--- src/rtl/axi_vip_wr_arbiter.sv ---
// axi_vip_wr_arbiter: round-robin share of one AXI4-Lite write path (AW, W, B) among NUM_REQ requesters.
//   clk, rst_n                     clock and synchronous active-low reset
//   req_valid/addr/data/strb       packed per-requester write requests, requester i at slice i
//   req_ready                      one-hot accept, combinational, only while idle
//   rsp_valid, rsp_resp            one-cycle completion pulse to the owner plus its BRESP (held)
//   AW*/W*/B*                      AXI4-Lite write master channels, one write outstanding
//   AXI_VIP_WR_STATS_EN            adds wr_cnt (per-requester completions) and err_cnt (BRESP != OKAY)
module axi_vip_wr_arbiter #(
  parameter int NUM_REQ        = 4,
  parameter int AXI_ADDR_WIDTH = 32,
  parameter int AXI_DATA_WIDTH = 32
) (
  input  logic                                clk,
  input  logic                                rst_n,
  input  logic [NUM_REQ-1:0]                  req_valid,
  input  logic [NUM_REQ*AXI_ADDR_WIDTH-1:0]   req_addr,
  input  logic [NUM_REQ*AXI_DATA_WIDTH-1:0]   req_data,
  input  logic [NUM_REQ*AXI_DATA_WIDTH/8-1:0] req_strb,
  output logic [NUM_REQ-1:0]                  req_ready,
  output logic [NUM_REQ-1:0]                  rsp_valid,
  output logic [1:0]                          rsp_resp,
  output logic [AXI_ADDR_WIDTH-1:0]           AWADDR,
  output logic                                AWVALID,
  input  logic                                AWREADY,
  output logic [AXI_DATA_WIDTH-1:0]           WDATA,
  output logic [AXI_DATA_WIDTH/8-1:0]         WSTRB,
  output logic                                WVALID,
  input  logic                                WREADY,
  input  logic [1:0]                          BRESP,
  input  logic                                BVALID,
  output logic                                BREADY
`ifdef AXI_VIP_WR_STATS_EN
  ,
  output logic [NUM_REQ*16-1:0]               wr_cnt,
  output logic [15:0]                         err_cnt
`endif
);
  localparam int SW = AXI_DATA_WIDTH / 8;
  localparam int IW = $clog2(NUM_REQ);
  typedef enum logic [1:0] {IDLE, XFER, RESP} state_t;
  state_t                    state_q;
  logic [IW-1:0]             ptr_q, owner_q, gnt_idx, cand;
  logic                      gnt_found;
  logic [AXI_ADDR_WIDTH-1:0] awaddr_q;
  logic [AXI_DATA_WIDTH-1:0] wdata_q;
  logic [SW-1:0]             wstrb_q;
  logic                      awvalid_q, wvalid_q, bready_q;
  logic [NUM_REQ-1:0]        rsp_valid_q;
  logic [1:0]                rsp_resp_q;
  // first valid requester at or above the pointer, wrapping
  always_comb begin
    gnt_found = 1'b0;
    gnt_idx   = '0;
    cand      = '0;
    for (int k = 0; k < NUM_REQ; k++) begin
      cand = IW'((int'(ptr_q) + k) % NUM_REQ);
      if (!gnt_found && req_valid[cand]) begin
        gnt_found = 1'b1;
        gnt_idx   = cand;
      end
    end
  end
  assign req_ready = (state_q == IDLE && gnt_found) ? NUM_REQ'(1) << gnt_idx : '0;
  assign AWADDR    = awaddr_q;
  assign AWVALID   = awvalid_q;
  assign WDATA     = wdata_q;
  assign WSTRB     = wstrb_q;
  assign WVALID    = wvalid_q;
  assign BREADY    = bready_q;
  assign rsp_valid = rsp_valid_q;
  assign rsp_resp  = rsp_resp_q;
  always_ff @(posedge clk) begin
    if (!rst_n) begin
      state_q     <= IDLE;
      ptr_q       <= '0;
      owner_q     <= '0;
      awaddr_q    <= '0;
      wdata_q     <= '0;
      wstrb_q     <= '0;
      awvalid_q   <= 1'b0;
      wvalid_q    <= 1'b0;
      bready_q    <= 1'b0;
      rsp_valid_q <= '0;
      rsp_resp_q  <= '0;
    end else begin
      rsp_valid_q <= '0;
      case (state_q)
        IDLE: if (gnt_found) begin
          owner_q   <= gnt_idx;
          ptr_q     <= (gnt_idx == IW'(NUM_REQ - 1)) ? '0 : gnt_idx + IW'(1);
          awaddr_q  <= req_addr[gnt_idx*AXI_ADDR_WIDTH +: AXI_ADDR_WIDTH];
          wdata_q   <= req_data[gnt_idx*AXI_DATA_WIDTH +: AXI_DATA_WIDTH];
          wstrb_q   <= req_strb[gnt_idx*SW +: SW];
          awvalid_q <= 1'b1;
          wvalid_q  <= 1'b1;
          state_q   <= XFER;
        end
        XFER: begin
          if (AWREADY) awvalid_q <= 1'b0;
          if (WREADY) wvalid_q <= 1'b0;
          // a channel counts as done once its VALID is low or is handshaking now
          if ((!awvalid_q || AWREADY) && (!wvalid_q || WREADY)) begin
            bready_q <= 1'b1;
            state_q  <= RESP;
          end
        end
        RESP: if (BVALID) begin
          bready_q    <= 1'b0;
          rsp_valid_q <= NUM_REQ'(1) << owner_q;
          rsp_resp_q  <= BRESP;
          state_q     <= IDLE;
        end
        default: state_q <= IDLE;
      endcase
    end
  end
`ifdef AXI_VIP_WR_STATS_EN
  logic [NUM_REQ*16-1:0] wr_cnt_q;
  logic [15:0]           err_cnt_q;
  always_ff @(posedge clk) begin
    if (!rst_n) begin
      wr_cnt_q  <= '0;
      err_cnt_q <= '0;
    end else if (state_q == RESP && BVALID) begin
      if (wr_cnt_q[owner_q*16 +: 16] != 16'hFFFF)
        wr_cnt_q[owner_q*16 +: 16] <= wr_cnt_q[owner_q*16 +: 16] + 16'd1;
      if (BRESP != 2'b00 && err_cnt_q != 16'hFFFF) err_cnt_q <= err_cnt_q + 16'd1;
    end
  end
  assign wr_cnt  = wr_cnt_q;
  assign err_cnt = err_cnt_q;
`endif
endmodule
--- config.mk ---
export PLATFORM = sky130hd
export DESIGN_NAME = axi_vip_wr_arbiter
export DESIGN_NICKNAME = d
export VERILOG_FILES = /design/src/rtl/axi_vip_wr_arbiter.sv
export SDC_FILE = /design/constraint.sdc
export NUM_CORES = 1
export LEC_CHECK = 0
export ABC_CLOCK_PERIOD_IN_PS = 5200
export CAP_MARGIN = 10
export CORE_AREA = 2 2 139 141
export DETAILED_ROUTE_END_ITERATION = 7
export DIE_AREA = 0 0 141 143
export PLACE_DENSITY = 0.71
export RECOVER_POWER = 100
export SETUP_SLACK_MARGIN = 0.3
export SYNTH_ARGS = -nofsm -noshare
export SYNTH_HDL_FRONTEND = slang
export SYNTH_SLANG_ARGS = --single-unit
--- constraint.sdc ---
create_clock -name clk -period 5.2 [get_ports clk]
set_input_delay 1.04 -clock clk [delete_from_list [all_inputs] [get_ports clk]]
set_output_delay 1.04 -clock clk [all_outputs]
set_load 0.02 [all_outputs]
# After elaboration in Yosys (flattened, before gate mapping)

Cells that the tools add are included.

Register bits after elaboration: 83
Logic and storage cells: 84

Add/subtract/negate cells: 4
$lt $le $gt $ge: 4
Equal/unequal tests: 8
Shifts and indexed selects: 5
Multiplexer cells: 30
Reduce and logical (&&, ||, !) cells: 22

Operator list:

| kind                                                        | count |
|---|---|
| indexed part select 128 x 8 -> 32 bit                       | 2 |
| 2-to-1 mux 2 bit                                            | 8 |
| indexed part select 16 x 5 -> 4 bit                         | 1 |
| AND reduction 3 bit                                         | 5 |
| 2-to-1 mux 1 bit                                            | 13 |
| less-than comparator 2 x 3 -> 1 bit (second input constant) | 4 |
| != test 2 bit (second input constant)                       | 5 |
| binary-select mux 1 bit (select 2 bit)                      | 4 |
| left shift 1 x 2 -> 4 bit (first input constant)            | 2 |
| one-hot mux 1 bit (2 select lines)                          | 3 |
| one-hot mux 2 bit (3 select lines)                          | 1 |
| logical AND 1 bit                                           | 5 |
| zero test 1 bit                                             | 5 |
| adder 2 x 1 -> 2 bit (second input constant)                | 2 |
| adder 2 bit (second input constant)                         | 2 |
| equality test 2 bit (second input constant)                 | 2 |
| 2-to-1 mux 4 bit                                            | 1 |
| AND reduction 2 bit                                         | 2 |
| nonzero test 2 bit                                          | 2 |
| equality test 2 x 1 -> 1 bit (second input constant)        | 1 |
| zero test 2 bit                                             | 1 |
| logical OR 1 bit                                            | 2 |

# Logic depth before layout (Yosys ltp)

Gate-level depths: netlist of run 1.

Depth in word-level cells: 14
Mapped depth: 8
Mapped depth without buffers: 5

# Least setup slack after synthesis of run 1

No wires, ideal clock.

Kind: input-to-output
From: input req_valid[0]
To: output req_ready[2]
Data arrival time: 2,295 ps
Slack: 1,865 ps
Stages: 5
Buffers on the path: 1
Path through: and2_1 -> o221ai_1 -> nand2_1 -> clkbuf_1 -> nor3_1

Word-level cells in the longest chain between the ends: 14

Ends and longest elaborated chain:

| what                                                           | RTL line | RTL |
|---|---|---|
| from (decl)                                                    | 15       | `input logic [NUM_REQ-1:0] req_valid,` |
| binary-select mux 1 bit (select 2 bit)                         | 57       | `if (!gnt_found && req_valid[cand]) begin` |
| 2-to-1 mux 1 bit (not written as such)                         | 57       |  |
| 2-to-1 mux 1 bit                                               | 57       |  |
| zero test 1 bit                                                | 57       |  |
| logical AND 1 bit                                              | 57       |  |
| 2-to-1 mux 1 bit                                               | 57       |  |
| zero test 1 bit                                                | 57       |  |
| logical AND 1 bit                                              | 57       |  |
| 2-to-1 mux 1 bit                                               | 57       |  |
| zero test 1 bit                                                | 57       |  |
| logical AND 1 bit                                              | 57       |  |
| 2-to-1 mux 2 bit or 2-to-1 mux 1 bit (tied branches)           | 57       |  |
| left shift 1 x 2 -> 4 bit or logical AND 1 bit (tied branches) | 63       | `assign req_ready = (state_q == IDLE && gnt_found) ? NUM_REQ'(1) << gnt_idx : '0;` |
| 2-to-1 mux 4 bit *                                             | 63       |  |
| to (decl)                                                      | 19       | `output logic [NUM_REQ-1:0] req_ready,` |

Every way passes the cells marked *; elsewhere a longest branch is shown, timed or not. The select of a mux whose other input is x is not followed.

# Worst setup path in the final report of run 1

From: input req_valid[3]
To: register wstrb_q[3], in the netlist WSTRB[3]

Word-level cells in the longest chain between the ends: 13

Ends and longest elaborated chain:

| what                                                                       | RTL line | RTL |
|---|---|---|
| binary-select mux 1 bit (select 2 bit)                                     | 57       |  |
| 2-to-1 mux 1 bit (not written as such)                                     | 57       |  |
| 2-to-1 mux 1 bit                                                           | 57       |  |
| zero test 1 bit                                                            | 57       |  |
| logical AND 1 bit                                                          | 57       |  |
| 2-to-1 mux 1 bit                                                           | 57       |  |
| zero test 1 bit                                                            | 57       |  |
| logical AND 1 bit                                                          | 57       |  |
| 2-to-1 mux 1 bit                                                           | 57       |  |
| zero test 1 bit                                                            | 57       |  |
| logical AND 1 bit                                                          | 57       |  |
| 2-to-1 mux 2 bit or 2-to-1 mux 1 bit (tied branches)                       | 57       |  |
| indexed part select 16 x 5 -> 4 bit or AND reduction 2 bit (tied branches) | --       |  |
| to (signal assigned)                                                       | 93       | `wstrb_q <= req_strb[gnt_idx*SW +: SW];` |
| to (decl)                                                                  | 46       | `logic [SW-1:0] wstrb_q;` |

Parallel ways exist; a longest one is shown, timed or not. The select of a mux whose other input is x is not followed.
A chain may end at the register's enable or synchronous reset.

==> results of run 1 <==
## layer usage
layer / vias up / track usage, % / wire, µm
met4: 0 / 6.00 / 401
met2: 256 / 32.6 / 9800
met3: 23 / 6.91 / 1840
li1: 2814 / - / -
met1: 2657 / 21.4 / 7840
met5: - / 0 / 0
## worst reg2reg max path, stage by stage, from the launching register on
cell and delay (ps):
dfxtp_1 370, nor3_2 240, clkbuf_2 1160, nand3_2 920
o221ai_1 500
## registers in the layout, summed over array words and instances, names as in the netlist, 2 cells and up
register,count
WSTRB,4
state_q,2
rsp_resp,2
rsp_valid,4
WDATA,32
ptr_q,2
owner_q,2
AWADDR,32
## path summary, 6_finish.rpt
| path | endpoint | slack [ps] | depth (start not counted) |
|---|---|---|---|
| max | WSTRB[3]$_SDFFE_PN0P_ | 880 | 6 |
| min | AWADDR[17]$_SDFFE_PN0P_ | 480 | 2 |
| max reg2reg | WSTRB[3]$_SDFFE_PN0P_ | 1900 | 4 |
| min reg2reg | AWADDR[17]$_SDFFE_PN0P_ | 480 | 2 |
## cells in the mapped netlist, drive strengths merged
cell type    n  area [µm²]
nor3         5        25.0
nand2b       2        12.5
o21ai        5        25.0
nor3b        3        22.5
o221ai      37         324
nand4       33         206
nand3       37         190
o21bai       3        22.5
and4         1        8.76
clkinv       1        3.75
and2         2        12.5
dfxtp       83        1660
nor2        11        41.3
nor2b        3        18.8
a21oi       40         204
o211a        1        10.0
inv          5        18.8
mux2i       73         731
o221a       34         383
nor4         1        6.26
a221o        1        10.0
a21boi       1        7.51
or3b         1        8.76
nand2      141         529
xnor2        1        8.76
buf         34         218
clkbuf      22        82.6
## final cells by class
class / count / area, µm² / share of cell area (%)
clock buffers: 10 / 239 / 2.70
clock inverters: 3 / 65.1 / 0.736
inverters: 6 / 22.5 / 0.255
multi-input cells: 436 / 2830 / 32.0
flip-flops and latches: 83 / 1660 / 18.8
well taps: 234 / 293 / 3.31
repair buffers: 375 / 3720 / 42.1
## power by group through the flow
stage	clock [mW]	combinational (mW)	sequential, mW
finish	0.683	1.32	0.867
global route	0.726	1.43	0.885
CTS	0.707	1.39	0.874
detailed placement	0	1.38	0.884
global placement	0	1.38	0.882
floorplan	0	0.590	1.04
## logic make-up after synthesis
| group | share of synthesized area (%) |
|---|---|
| DFF | 34.7 |
| AOI/OAI and AO/OA | 20.6 |
| muxes | 15.2 |
| xor gates and xnor gates | 0.183 |
| and+or+nand+nor | 22.6 |
| buffers and inverters | 6.74 |
## metrics by stage
stage | instance area (µm²) | power, mW | hold slack (ps) | util [%] | std cells
final | 8830 | 2.87 | 483 | 47.5 | 1147
after global placement | 8540 | 2.26 | 464 | 46.0 | 1134
after CTS | 8840 | 2.97 | 489 | 47.6 | 1147
after global routing | 8830 | 3.04 | 507 | 47.5 | 1147
after floorplan | 4790 | 1.63 | 448 | - | 581
after detailed placement | 8540 | 2.27 | 475 | 46.0 | 1134
==> reports/metrics.csv, run 1 <==
metric;value;unit
core_area;18600;µm²
end_kind;flip-flop;
clockBufferDepth;2;
period_minus_slack;4320;ps
grt-ovfl-total;0;
finalClockSkew;8.62;ps
cts-buffers-inserted;9;
worstPathMaxFanout;74;
ant_nets;0;
p_int;1.85;mW
synth_area_per_cell;8.25;µm²
dieArea;20200;µm²
fillers;1809;
finalSetupViolCount;0;
clock-sinks;83;
p_leak;3.72;nW
max_cap_viol_count;3;
cts_tree;done;
hold_viol;0;
final-max-slew-violation-count;161;
port_buffers;363;
hpwl;14600;µm
synth_warnings;0;
die_w;141;µm
swShare;35.4;%
combPwrFrac;46.0;%
yosysUniqueCellTypes;33;
seq_area_frac_synth;34.7;%
arrival;4550;ps
pre_cts_slack;1080;ps
grtUsageTotal;18.7;%
totalWireLength;19900;µm
final_cell_mix;clkdlybuf4s50_1, nand2_1, dfxtp_1, dlygate4sd3_1, mux2i_1;
critPathTopFamily;buffers and inverters;
synth_seq_cells;83;
drive_above_1_share;4.71;%
p_sw;1.02;mW
start_util;25.8;%
crit_start;req_valid[3];
rows;50;
reg2reg_from;state_q[0]$_SDFFE_PN0P_;
max_freq;0.231;GHz
tightest_slew;2080;ps
htree_num_levels;3;
setup_slack;875;ps
diodes;0;
cts-root-buf;clkbuf_16;
slowest_delay;1160;ps
post_cts_resized;0;
nNetsFinal;1194;
antenna_found_initial;0;
syn_area;4790;µm²
final_common_cell;clkdlybuf4s50_1;
clock_latency;340;ps
fp.dieH;143;µm
critPathSlowestCell;clkbuf_2;
path_class;in2reg;
drtIter0Drc;165;
synth_nets;864;
vias;5750;
cp_cell_sequence;dlygate4sd3_1 -> nor4_1 -> nor3_2 -> clkbuf_2 -> nand3_2 -> o221ai_1;
globalplace.congestion;0.838;
finalCritPeriodShare;83.2;%
fin_setup_tns;0;ps
syn2layout_area_growth;84.4;%
grt_setup_unrepaired;false;
clkSlewWorstSetupHoldPaths;60;ps
ios;364;
power_density;325;nW/µm²
crit_buf_inv;2;
power_frac_clock;23.8;%
peakVddDrop;0.000169;V
p_seq_share;30.2;%
slew_headroom;-38.8;%
critPathLaunchType;primary input;
drc;0;
status;finished, violations left;
grt_max_degree;75;
post_cts.repair.setup_buffers;0;
wl_per_cell;17.3;µm
grt_pass1_vias;5545;
cts_hold_buffers;0;
netlist_instances;581;
min-delay-start;AWADDR[17]$_SDFFE_PN0P_;
firstDrtPassIters;4;
hp-class;reg2reg;
violations;max-capacitance violations, max-slew violations;
drt-vias-per-instance;5.01;
grt_pass1_wl;29800;µm
crit_required;5420;ps
Note: power is estimated with default switching activity, not from simulation.
==> inputs of run 2 (changes only) <==
--- a/config.mk
+++ b/config.mk
@@ -5,12 +5,12 @@
 export SDC_FILE = /design/constraint.sdc
 export NUM_CORES = 1
 export LEC_CHECK = 0
-export ABC_CLOCK_PERIOD_IN_PS = 5200
+export ABC_CLOCK_PERIOD_IN_PS = 3900
 export CAP_MARGIN = 10
 export CORE_AREA = 2 2 139 141
 export DETAILED_ROUTE_END_ITERATION = 7
 export DIE_AREA = 0 0 141 143
-export PLACE_DENSITY = 0.71
+export PLACE_DENSITY = 0.74
 export RECOVER_POWER = 100
 export SETUP_SLACK_MARGIN = 0.3
 export SYNTH_ARGS = -nofsm -noshare
==> constraint.sdc (replaced) <==
create_clock -name clk -period 3.9 [get_ports clk]
set_input_delay 0.78 -clock clk [delete_from_list [all_inputs] [get_ports clk]]
set_output_delay 0.78 -clock clk [all_outputs]
set_load 0.02 [all_outputs]
==> run 2 against run 1 <==
Effect of this change:
- the run now ends clean
- via count up 2.3%
- cell count up 1.5%
- first-iteration DRC count up 25%
- flip-flop and latch count unchanged
- largest cell class unchanged
- highest routed layer unchanged
==> reports/metrics.csv, run 2 (synthesized netlist as in run 1, its figures left out) <==
metric;value;unit;change
slew_headroom;44.0;%;was -38.8%
path_class;in2out;;was in2reg
grt_pass1_wl;30300;µm;was 29800 µm
finalClockSkew;7.36;ps;was 8.62 ps
crit_required;3120;ps;was 5420 ps
multiInputGateArea;2830;µm²;unchanged
dieArea;20200;µm²;unchanged
vias;5881;;was 5750
critPathSlowestCell;dlygate4sd3_1;;was clkbuf_2
cts_tree;done;;unchanged
globalplace.congestion;0.857;;was 0.838
drtIter0Drc;206;;was 165
cts-buffers-inserted;9;;unchanged
core_area;18600;µm²;unchanged
firstDrtPassIters;4;;unchanged
max_freq;0.275;GHz;
hold_viol;0;;unchanged
grtUsageTotal;19.2;%;was 18.7%
clock-sinks;83;;unchanged
port_buffers;363;;unchanged
drt-vias-per-instance;5.05;;was 5.01
slowest_delay;610;ps;was 1160 ps
reg2reg_from;ptr_q[1]$_SDFFE_PN0P_;;was state_q[0]$_SDFFE_PN0P_
period_minus_slack;3640;ps;
fin_setup_tns;0;ps;unchanged
pre_cts_slack;313;ps;was 1080 ps
tightest_slew;839;ps;was 2080 ps
hpwl;15400;µm;was 14600 µm
fillers;1842;;was 1809
grt_setup_unrepaired;false;;unchanged
arrival;2860;ps;was 4550 ps
die_w;141;µm;unchanged
power_density;423;nW/µm²;was 325 nW/µm²
final-max-slew-violation-count;0;;was 161
fp.dieH;143;µm;unchanged
crit_start;req_valid[2];;was req_valid[3]
finalSetupViolCount;0;;unchanged
grt-ovfl-total;0;;unchanged
clock_latency;340;ps;about the same
final_common_cell;clkdlybuf4s50_1;;unchanged
min-delay-start;AWADDR[18]$_SDFFE_PN0P_;;was AWADDR[17]$_SDFFE_PN0P_
seqCellArea;1660;µm²;unchanged
start_util;25.8;%;unchanged
htree_num_levels;3;;unchanged
clkSlewWorstSetupHoldPaths;60;ps;about the same
setup_slack;260;ps;was 875 ps
place_area;8650;µm²;was 8540 µm²
antenna_found_initial;1;;was 0
drive_above_1_share;6.35;%;was 4.71%
finalCritPeriodShare;93.3;%;
ios;364;;unchanged
wl_per_cell;17.5;µm;was 17.3 µm
drc;0;;unchanged
rows;50;;unchanged
ant_nets;0;;unchanged
final_cell_mix;clkdlybuf4s50_1, nand2_1, dfxtp_1;;was clkdlybuf4s50_1, nand2_1, dfxtp_1, dlygate4sd3_1, mux2i_1
nNetsFinal;1208;;was 1194
power;3.77;mW;was 2.87 mW
totalWireLength;20400;µm;was 19900 µm
syn2layout_area_growth;85.9;%;was 84.4%
status;complete, no violations;;was finished, violations left
cts_hold_buffers;0;;unchanged
clockBufferDepth;2;;unchanged
max_cap_viol_count;0;;was 3
grt_pass1_vias;5714;;was 5545
worstPathMaxFanout;5;;was 74
p_leak;3.75;nW;was 3.72 nW
final_area;8910;µm²;was 8830 µm²
peakVddDrop;0.000190;V;was 0.000169 V
cts-root-buf;clkbuf_16;;unchanged
cp_cell_sequence;dlygate4sd3_1 -> nor4_1 -> nor3_1 -> nand2_1 -> nor2_1 -> clkdlybuf4s50_1;;was dlygate4sd3_1 -> nor4_1 -> nor3_2 -> clkbuf_2 -> nand3_2 -> o221ai_1
end_kind;primary output;;was flip-flop
grt_max_degree;75;;unchanged
critPathLaunchType;primary input;;unchanged
holdWs;477;ps;was 483 ps
hp-class;reg2reg;;unchanged
## run 2: per-stage QoR
step | util, % | cells
CTS | 48.0 | 1162
global route | 47.9 | 1164
global placement | 46.6 | 1147
finish | 47.9 | 1164
detailed placement | 46.6 | 1147
floorplan | - | 581
## run 2: area by class of cell
cell class	instances	share of cell area [%]
Timing Repair Buffer	389	43.0
Multi-Input combinational cell	436	31.8
Sequential cell	83	18.7
Tap cell	234	3.29
Clock buffer	11	2.73
Clock inverter	4	0.309
Inverter	6	0.253
Antenna cell	1	0.0281
## run 2: worst paths after layout
path                                           endpoint  slack [ps]  depth (start not counted)
worst max-delay path                       req_ready[1]         260                          6
worst min-delay path            AWADDR[18]$_SDFFE_PN0P_         480                          2
worst max register to register    WSTRB[0]$_SDFFE_PN0P_        1510                          6
worst min register to register  AWADDR[18]$_SDFFE_PN0P_         480                          2
## run 2: timing repair
item                                    4_1_cts  5_1_grt
resized for setup                             0        4
endpoints found under the setup margin        0        4
buffers inserted                              0        1
## run 2: where the power goes
group | total [mW] | internal [mW] | switching [mW]
Sequential | 1.16 | 1.05 | 0.112
Combinational | 1.82 | 0.891 | 0.926
Clock | 0.793 | 0.445 | 0.349
Total | 3.77 | 2.38 | 1.39
## run 2: worst max-delay path: cells and delay by family
| kind | cells | cell delay, ps |
|---|---|---|
| buf+inv | 2 | 1150 |
| simple gates | 4 | 920 |
## run 2: metal layers
metal / GRT usage [%] / routed length, µm / vias to the layer above
li1: - / - / 2847
met1: 21.3 / 7720 / 2728
met2: 33.8 / 10100 / 274
met3: 6.81 / 1950 / 32
met4: 7.05 / 583 / 0
met5: 0 / 0 / -
==> inputs of run 3 (changes only) <==
--- a/config.mk
+++ b/config.mk
@@ -5,12 +5,12 @@
 export SDC_FILE = /design/constraint.sdc
 export NUM_CORES = 1
 export LEC_CHECK = 0
-export ABC_CLOCK_PERIOD_IN_PS = 3900
+export ABC_CLOCK_PERIOD_IN_PS = 4300
 export CAP_MARGIN = 10
 export CORE_AREA = 2 2 139 141
 export DETAILED_ROUTE_END_ITERATION = 7
 export DIE_AREA = 0 0 141 143
-export PLACE_DENSITY = 0.74
+export PLACE_DENSITY = 0.71
 export RECOVER_POWER = 100
 export SETUP_SLACK_MARGIN = 0.3
 export SYNTH_ARGS = -nofsm -noshare
==> constraint.sdc (replaced) <==
create_clock -name clk -period 4.3 [get_ports clk]
set_input_delay 0.86 -clock clk [delete_from_list [all_inputs] [get_ports clk]]
set_output_delay 0.86 -clock clk [all_outputs]
set_load 0.02 [all_outputs]
==> run 3 against run 2 <==
Effect of this change:
- the flow now finishes with violations (max-capacitance violations, max-slew violations)
- register-to-register slack gained 240 ps
- combinational power shrank 12%
- cell count shrank 1.0%
- clock-buffer cell count grew 1
- non-clock buffer count shrank 12
- first-iteration DRC count grew 11%
- utilization shrank 0.26 points
- critical endpoint is now req_ready[0]
- flip-flop and latch count is the same
- via count shrank 1.9%
==> reports/metrics.csv, run 3 (synthesized netlist as in run 1, its figures left out) <==
metric;value;unit;change
status;finished, violations left;;was complete, no violations
violations;max-capacitance violations, max-slew violations;;
arrival;3020;ps;was 2860 ps
firstDrtPassIters;4;;unchanged
htree_num_levels;3;;unchanged
clkSlewWorstSetupHoldPaths;70;ps;was 60 ps
cts_tree;done;;unchanged
fp.dieH;143;µm;unchanged
slowest_delay;650;ps;was 610 ps
wl_per_cell;17.5;µm;about the same
cts-buffers-inserted;9;;unchanged
finalCritPeriodShare;90.2;%;
finalSetupViolCount;0;;unchanged
max_freq;0.258;GHz;
ant_nets;0;;unchanged
clock-sinks;83;;unchanged
totalWireLength;20200;µm;was 20400 µm
tightest_slew;1820;ps;was 839 ps
setup_slack;424;ps;was 260 ps
rows;50;;unchanged
power_density;387;nW/µm²;was 423 nW/µm²
drtIter0Drc;228;;was 206
antenna_found_initial;1;;unchanged
syn2layout_area_growth;84.9;%;was 85.9%
dpl.cell_count;1136;;was 1147
grt_pass1_vias;5591;;was 5714
drc;0;;unchanged
post_cts.repair.setup_buffers;0;;unchanged
die_w;141;µm;unchanged
fin_setup_tns;0;ps;unchanged
end_kind;primary output;;unchanged
p_leak;3.72;nW;was 3.75 nW
crit_required;3440;ps;was 3120 ps
drt-vias-per-instance;5.01;;was 5.05
power;3.43;mW;was 3.77 mW
final-max-slew-violation-count;38;;was 0
cts_hold_buffers;0;;unchanged
hp-class;reg2reg;;unchanged
peakVddDrop;0.000218;V;was 0.000190 V
grt_max_degree;70;;was 75
slew_headroom;-21.1;%;was 44.0%
hpwl;14700;µm;was 15400 µm
drive_above_1_share;5.13;%;was 6.35%
grt_setup_unrepaired;false;;unchanged
final_cell_mix;clkdlybuf4s50_1, nand2_1, dlygate4sd3_1;;was clkdlybuf4s50_1, nand2_1, dfxtp_1
cpMostUsedCell;dlygate4sd3_1;;
globalplace.congestion;0.850;;was 0.857
max_cap_viol_count;1;;was 0
critPathLaunchType;primary input;;unchanged
ios;364;;unchanged
nNetsFinal;1196;;was 1208
post_cts_resized;0;;unchanged
core_area;18600;µm²;unchanged
final_common_cell;clkdlybuf4s50_1;;unchanged
cp_cell_sequence;dlygate4sd3_1 -> nor4_1 -> nor2_1 -> nand2_1 -> nor3_1 -> dlygate4sd3_1;;was dlygate4sd3_1 -> nor4_1 -> nor3_1 -> nand2_1 -> nor2_1 -> clkdlybuf4s50_1
vias;5771;;was 5881
period_minus_slack;3880;ps;
worstPathMaxFanout;4;;was 5
clockBufferDepth;2;;unchanged
grt_pass1_wl;30400;µm;was 30300 µm
start_util;25.8;%;unchanged
pre_cts_slack;539;ps;was 313 ps
grtUsageTotal;19.1;%;was 19.2%
port_buffers;363;;unchanged
grt-ovfl-total;0;;unchanged
final_cells;1152;;was 1164
dieArea;20200;µm²;unchanged
path_class;in2out;;unchanged
fillers;1801;;was 1842
hold_viol;0;;unchanged
critPathSlowestCell;dlygate4sd3_1;;unchanged
finalClockSkew;9.07;ps;was 7.36 ps
clock_latency;340;ps;about the same
cts-root-buf;clkbuf_16;;unchanged
run 3: cell count changes in the layout (fill, tap and decap cells not counted), moves of 2 or more:
cell             change
buf_4               -12
dlygate4sd3_1        +4
clkbuf_1             -3
clkbuf_8             +2
clkdlybuf4s50_1      -2
run 3: worst paths after layout:
| kind | end | slack [ps] | depth (start not counted) | from |
|---|---|---|---|---|
| worst max-delay path | req_ready[0] | 420 | 6 | req_valid[3] |
| worst min-delay path | AWADDR[18]$_SDFFE_PN0P_ | 480 | 2 | AWADDR[18]$_SDFFE_PN0P_ |
| worst max register to register | owner_q[0]$_SDFFE_PN0P_ | 1750 | 5 | state_q[1]$_SDFFE_PN0P_ |
| worst min register to register | AWADDR[18]$_SDFFE_PN0P_ | 480 | 2 | AWADDR[18]$_SDFFE_PN0P_ |
run 3: final cells by class:
cell class | instances | area, µm² | area share (%)
Multi-Input combinational cell | 436 | 2830 | 31.9
Tap cell | 234 | 293 | 3.30
Clock buffer | 12 | 267 | 3.01
Timing Repair Buffer | 377 | 3760 | 42.5
Sequential cell | 83 | 1660 | 18.8
Antenna cell | 1 | 2.50 | 0.0282
Clock inverter | 3 | 22.5 | 0.254
Inverter | 6 | 22.5 | 0.254
run 3: worst max-delay path, delay by kind of cell:
kind	cells	cell delay [ps]
buffers and inverters	2	1260
and+or+nand+nor	4	880
run 3: layer usage:
metal | up-vias | track usage [%] | wire [µm]
met5 | - | 0 | 0
met4 | 0 | 4.26 | 205
met3 | 11 | 6.74 | 1880
met2 | 261 | 33.7 | 10200
met1 | 2676 | 22.3 | 7870
li1 | 2823 | - | -
run 3: where the power goes:
part	internal [mW]	total, mW	switching (mW)
logic	0.787	1.61	0.827
registers	0.948	1.05	0.0999
clock network	0.436	0.768	0.332
total	2.17	3.43	1.26
run 3: stage by stage:
stage                     util [%]  area [µm²]  hold WS, ps
final                         47.7        8860          481
after global placement        46.2        8580          465
after CTS                     47.7        8870          484
after global routing          47.7        8860          505
after floorplan                  -        4790          448
after detailed placement      46.2        8580          468
